===== src/rtl/reg_file_pkg.sv =====
// reg_file_pkg: shared types and constants for the multi-port register file
package reg_file_pkg;
    localparam int NWR = 2;
    typedef enum logic {ST_IDLE, ST_CLEAR} clr_state_t;
endpackage


===== src/rtl/reg_file_clr_fsm.sv =====
// reg_file_clr_fsm: sequences a one-register-per-cycle bulk clear and reports busy
module reg_file_clr_fsm
    import reg_file_pkg::*;
#(
    parameter int DEPTH = 32,
    parameter int AW    = $clog2(DEPTH)
) (
    input  logic          clk,
    input  logic          rst_n,
    input  logic          clr,
    output logic          busy,
    output logic          clr_en,
    output logic [AW-1:0] clr_idx
);
    clr_state_t    state, state_nxt;
    logic [AW-1:0] idx, idx_nxt;
    logic          busy_nxt;
    logic          last;

    assign last    = idx == AW'(DEPTH - 1);
    assign clr_en  = state == ST_CLEAR;
    assign clr_idx = idx;

    // state, sweep index and busy flag registers
    always_ff @(posedge clk or negedge rst_n) begin
        if (!rst_n) begin
            state <= ST_IDLE;
            idx   <= '0;
            busy  <= 1'b0;
        end else begin
            state <= state_nxt;
            idx   <= idx_nxt;
            busy  <= busy_nxt;
        end
    end

    // start on a clear pulse while idle; in a sweep advance until the last register
    always_comb begin
        state_nxt = state;
        idx_nxt   = idx;
        busy_nxt  = busy;
        if (state == ST_IDLE && clr) begin
            state_nxt = ST_CLEAR;
            idx_nxt   = '0;
            busy_nxt  = 1'b1;
        end else if (state == ST_CLEAR) begin
            state_nxt = last ? ST_IDLE : ST_CLEAR;
            idx_nxt   = last ? '0 : idx + 1'b1;
            busy_nxt  = !last;
        end
    end
endmodule


===== src/rtl/reg_file_mp.sv =====
// reg_file_mp: parametrised NRD-read / 2-write register file with bulk clear; REGFILE_BYPASS_EN enables write-to-read bypass
module reg_file_mp
    import reg_file_pkg::*;
#(
    parameter int DW       = 32,
    parameter int DEPTH    = 32,
    parameter int NRD      = 2,
    parameter int ZERO_REG = 1
) (
    input  logic                        i_clk,
    input  logic                        i_rst_n,
    input  logic [NRD*$clog2(DEPTH)-1:0] i_raddr,
    output logic [NRD*DW-1:0]           o_rdata,
    input  logic [NWR-1:0]              i_we,
    input  logic [NWR*$clog2(DEPTH)-1:0] i_waddr,
    input  logic [NWR*DW-1:0]           i_wdata,
    input  logic                        i_clr,
    output logic                        o_busy
);
    localparam int AW = $clog2(DEPTH);

    logic [DW-1:0]  mem [DEPTH];
    logic           clr_en;
    logic [AW-1:0]  clr_idx;
    logic [NWR-1:0] we_ok;

    reg_file_clr_fsm #(.DEPTH(DEPTH), .AW(AW)) u_clr (
        .clk     (i_clk),
        .rst_n   (i_rst_n),
        .clr     (i_clr),
        .busy    (o_busy),
        .clr_en  (clr_en),
        .clr_idx (clr_idx)
    );

    function automatic logic [DW-1:0] rd_port(input logic [AW-1:0] a);
        logic [DW-1:0] d;
        d = mem[a];
`ifdef REGFILE_BYPASS_EN
        for (int w = 0; w < NWR; w++)
            if (we_ok[w] && i_waddr[w*AW +: AW] == a) d = i_wdata[w*DW +: DW];
`endif
        return (ZERO_REG != 0 && a == '0) ? '0 : d;
    endfunction

    // a write is accepted only outside a sweep and never to the hardwired zero register
    always_comb begin
        we_ok = '0;
        for (int w = 0; w < NWR; w++)
            we_ok[w] = i_we[w] && !clr_en && !(ZERO_REG != 0 && i_waddr[w*AW +: AW] == '0);
    end

    // storage: sweep clear has precedence; port 1 is applied last so it wins on equal addresses
    always_ff @(posedge i_clk or negedge i_rst_n) begin
        if (!i_rst_n) begin
            for (int i = 0; i < DEPTH; i++) mem[i] <= '0;
        end else if (clr_en) begin
            mem[clr_idx] <= '0;
        end else begin
            for (int w = 0; w < NWR; w++)
                if (we_ok[w]) mem[i_waddr[w*AW +: AW]] <= i_wdata[w*DW +: DW];
        end
    end

    // combinational read muxes, one per read port
    always_comb begin
        o_rdata = '0;
        for (int r = 0; r < NRD; r++) o_rdata[r*DW +: DW] = rd_port(i_raddr[r*AW +: AW]);
    end
endmodule

===== config.mk =====
export PLATFORM = sky130hd
export DESIGN_NAME = reg_file_mp
export DESIGN_NICKNAME = d
export VERILOG_FILES = /design/src/rtl/reg_file_pkg.sv /design/src/rtl/reg_file_clr_fsm.sv /design/src/rtl/reg_file_mp.sv
export SDC_FILE = /design/constraint.sdc
export NUM_CORES = 2
export LEC_CHECK = 0
export ABC_AREA = 1
export CAP_MARGIN = 30
export CORE_ASPECT_RATIO = 1.75
export CORE_UTILIZATION = 29
export DETAILED_ROUTE_END_ITERATION = 10
export HOLD_SLACK_MARGIN = 0.05
export PLACE_DENSITY = 0.52
export SLEW_MARGIN = 30
export SYNTH_ARGS = -nofsm -noshare
export SYNTH_HDL_FRONTEND = slang
export SYNTH_SLANG_ARGS = --single-unit

===== constraint.sdc =====
create_clock -name i_clk -period 5.2 [get_ports i_clk]
set_clock_uncertainty 0.05 [all_clocks]
set_input_delay 1.04 -clock i_clk [delete_from_list [all_inputs] [get_ports i_clk]]
set_output_delay 1.04 -clock i_clk [all_outputs]
set_load 0.01 [all_outputs]

==> impl_metrics.json <==
{
  "result_of_the_run": "finished clean",
  "detail_route.first_pass.iterations": 10,
  "number_of_nets_produced_by_synthesis": 14242,
  "gp_routability_congestion": 0.948,
  "synth_sequential_area_ratio_pct": 32.0,
  "route.detailed.wl_per_inst_um": 27.0,
  "commonest_non_fill_non_tap_cells_in_the_layout": "sky130_fd_sc_hd__nand2_1 (7,202), sky130_fd_sc_hd__nand3_1 (3,315), sky130_fd_sc_hd__dfrtp_1 (1,030), sky130_fd_sc_hd__a21oi_1 (379), sky130_fd_sc_hd__buf_4 (371)",
  "cts_inserted_buffers": 108,
  "layout-drive-gt1-share_pct": 6.09,
  "period_minus_slack_ps": 5150,
  "grt_max_degree": 144,
  "globalRoute.totalOverflow": 0,
  "synth.ff_latch_count": 1031,
  "drc": 0,
  "power-per-cell-area_nw_per_um2": 408,
  "first_iter_violations": 12287,
  "fp-row-count": 255,
  "report.final.setup_viol": 0,
  "clk_pin_slew_ps": 70,
  "syn-instance-count": 14148,
  "worst_ep_required_time_ps": 4110,
  "rrSetupSlack_ps": 1620,
  "io_pins": 154,
  "clock_tree.root_cell": "sky130_fd_sc_hd__clkbuf_16",
  "aggregate_global_route_resource_usage_pct": 32.4,
  "layout_commonest_cell": "sky130_fd_sc_hd__nand2_1",
  "critPathKind": "input pin to output pin",
  "vias_per_cell": 5.73,
  "relSlewSlack_pct": 24.7,
  "drv_cap": 0,
  "number_of_antenna_violations_at_the_first_check_in_global_routing": 27,
  "hold-worst-slack_ps": 103,
  "cts_hold_repair.buffers": 0,
  "synth_xor_area_share_pct": 0,
  "dieWidth_um": 400,
  "initial_core_util_pct": 29.2,
  "syn_avg_cell_area_um2": 5.69,
  "critPathMaxFanout": 29,
  "dominant_combinational_cell_family_by_area_after_synthesis": "simple AND/OR/NAND/NOR gates",
  "core-area_um2": 276000,
  "layout.nets": 13755,
  "grt_pass1_vias": 93268,
  "die_h_um": 699,
  "maximum_clock_frequency_mhz": 194,
  "synth-compound-area-share_pct": 4.34,
  "cts_max_level": 3,
  "ir_drop_uv": 279,
  "max_slew.worst_pin.slew_ps": 1130,
  "worst_setup_ep_type": "output pin",
  "cts.sink_count": 1031,
  "tns_ps": 0,
  "arithmetic_cell_share_of_the_synthesized_area_counting_full_adders_half_adders_and_majority_gates_pct": 0.0777,
  "clock_tree_from_tritoncts": "yes",
  "layout_worst_path_cycle_share_pct": 99.0,
  "vias": 99532,
  "maxSlewViolCount": 0,
  "cts.repair.resized": 0,
  "synth_mux_area_share_pct": 0,
  "syn_to_final_growth_pct": 12.8,
  "ys.warnings.count": 0,
  "fp.dieArea_um2": 280000,
  "mappedNetlistArea_um2": 80500,
  "cts_buffer_depth": 3,
  "cts_setup_buffers": 0,
  "ys_types": 28,
  "total_leakage_power_uw": 0.0460,
  "total_wirelength_um": 470000,
  "hold_class": "input pin to asynchronous set/reset pin",
  "clk_latency_ps": 810,
  "worst_ep_arrival_time_ps": 4060,
  "ant_nets": 0,
  "grt_setup_unrepaired": "no",
  "final_hold_viol_count": 0,
  "cp-start-kind": "input pin",
  "grt_pass1_wl_um": 672000,
  "port_buffers": 153,
  "synth_simple_gate_area_share_pct": 55.8,
  "dp_hpwl_um": 309000
}
-- through the flow --
stage | total power [uW] | cell area (um2) | util (%) | std cells | worst slack, ps
6_report | 37000 | 90800 | 32.9 | 17367 | 53.3
5_1_grt | 39100 | 90800 | 32.9 | 17350 | 68.8
4_1_cts | 36700 | 90700 | 32.9 | 17347 | 170
3_5_place_dp | 27800 | 86900 | 31.5 | 17147 | 179
3_3_place_gp | 27600 | 86800 | 31.5 | 17144 | 161
2_1_floorplan | 22000 | 80500 | - | 14148 | 1630
-- cells in the mapped netlist --
library cell | number | area, um2
sky130_fd_sc_hd__o211ai_1 | 8 | 60.1
sky130_fd_sc_hd__nand4_1 | 17 | 106
sky130_fd_sc_hd__nor2_1 | 235 | 882
sky130_fd_sc_hd__nor3_1 | 2 | 10.0
sky130_fd_sc_hd__o21ai_0 | 259 | 1300
sky130_fd_sc_hd__buf_4 | 1 | 7.51
sky130_fd_sc_hd__a21oi_1 | 388 | 1940
sky130_fd_sc_hd__buf_2 | 165 | 826
sky130_fd_sc_hd__inv_1 | 321 | 1200
sky130_fd_sc_hd__nor3_4 | 2 | 32.5
sky130_fd_sc_hd__ha_1 | 5 | 62.6
sky130_fd_sc_hd__nor2_2 | 12 | 75.1
sky130_fd_sc_hd__o21ai_1 | 33 | 165
sky130_fd_sc_hd__clkinv_1 | 28 | 105
sky130_fd_sc_hd__buf_1 | 131 | 492
sky130_fd_sc_hd__clkbuf_1 | 924 | 3470
sky130_fd_sc_hd__o32ai_1 | 1 | 8.76
sky130_fd_sc_hd__nand2_1 | 7220 | 27100
sky130_fd_sc_hd__nand2_2 | 1 | 6.26
sky130_fd_sc_hd__a21o_1 | 1 | 7.51
sky130_fd_sc_hd__nand3_1 | 3319 | 16600
sky130_fd_sc_hd__o22ai_1 | 2 | 12.5
sky130_fd_sc_hd__or2_2 | 2 | 12.5
sky130_fd_sc_hd__nand3b_1 | 1 | 7.51
sky130_fd_sc_hd__inv_2 | 30 | 113
sky130_fd_sc_hd__nor3_2 | 8 | 80.1
sky130_fd_sc_hd__and2_1 | 1 | 6.26
sky130_fd_sc_hd__dfrtp_1 | 1031 | 25800
-- kinds of logic (layout without fill, tap and decap cells) --
| group | count (synthesis) | after routing |
|---|---|---|
| compound gates | 692 | 692 |
| fa+ha+maj | 5 | 5 |
| buf+inv | 1600 | 1203 |
| flops | 1031 | 1031 |
| other cells | 0 | 18 |
| simple gates | 10820 | 10820 |
-- critical path, stage by stage --
cell and delay (ps):
sky130_fd_sc_hd__buf_8 170, sky130_fd_sc_hd__inv_8 360, sky130_fd_sc_hd__buf_4 330, sky130_fd_sc_hd__nand2_1 80, sky130_fd_sc_hd__nand3_1 70, sky130_fd_sc_hd__nand3_1 100, sky130_fd_sc_hd__nand2_1 240, sky130_fd_sc_hd__nand2_1 100
sky130_fd_sc_hd__nand3_1 150, sky130_fd_sc_hd__nand2_1 130, sky130_fd_sc_hd__nor2_1 520, sky130_fd_sc_hd__clkdlybuf4s50_1 660
-- sequential cells by signal (all words and copies together) (netlist names) --
| signal | count |
|---|---|
| u_clr.busy | 1 |
| mem | 1024 |
| u_clr.clr_en | 1 |
| u_clr.clr_idx | 5 |
-- layer usage --
| metal | wire length (um) | global-route usage, % |
|---|---|---|
| met5 | 110 | 0 |
| met4 | 43700 | 26.4 |
| met3 | 43700 | 6.32 |
| met2 | 217000 | 53.5 |
| met1 | 165000 | 36.3 |
-- area by class of cell --
class	instances	area, um2
Timing Repair Buffer	624	6300
Fill cell	30834	185000
Sequential cell	1031	25800
Antenna cell	18	45.0
Multi-Input combinational cell	11517	48900
Clock inverter	54	673
Inverter	379	1490
Clock buffer	146	3140
Tap cell	3598	4500
-- power by group --
group          internal, uW  switching [uW]  total (uW)  leakage (uW)
Clock                  4920            4030        8960       0.00189
Sequential            10600            3360       13900        0.0140
Combinational          4760            9390       14200        0.0301
-- worst paths after layout --
check / start / endpoint / depth (start not counted)
min: i_rst_n / mem[125]$_DFF_PN0_ / 1
max in group asynchronous: i_rst_n / mem[719]$_DFF_PN0_ / 2
min in group i_clk: mem[885]$_DFF_PN0_ / mem[885]$_DFF_PN0_ / 2
max: i_raddr[0] / o_rdata[6] / 12
min reg2reg: mem[885]$_DFF_PN0_ / mem[885]$_DFF_PN0_ / 2
max reg2reg: u_clr.clr_en$_DFF_PN0_ / mem[851]$_DFF_PN0_ / 10
Note: power is estimated with default switching activity, not from simulation.
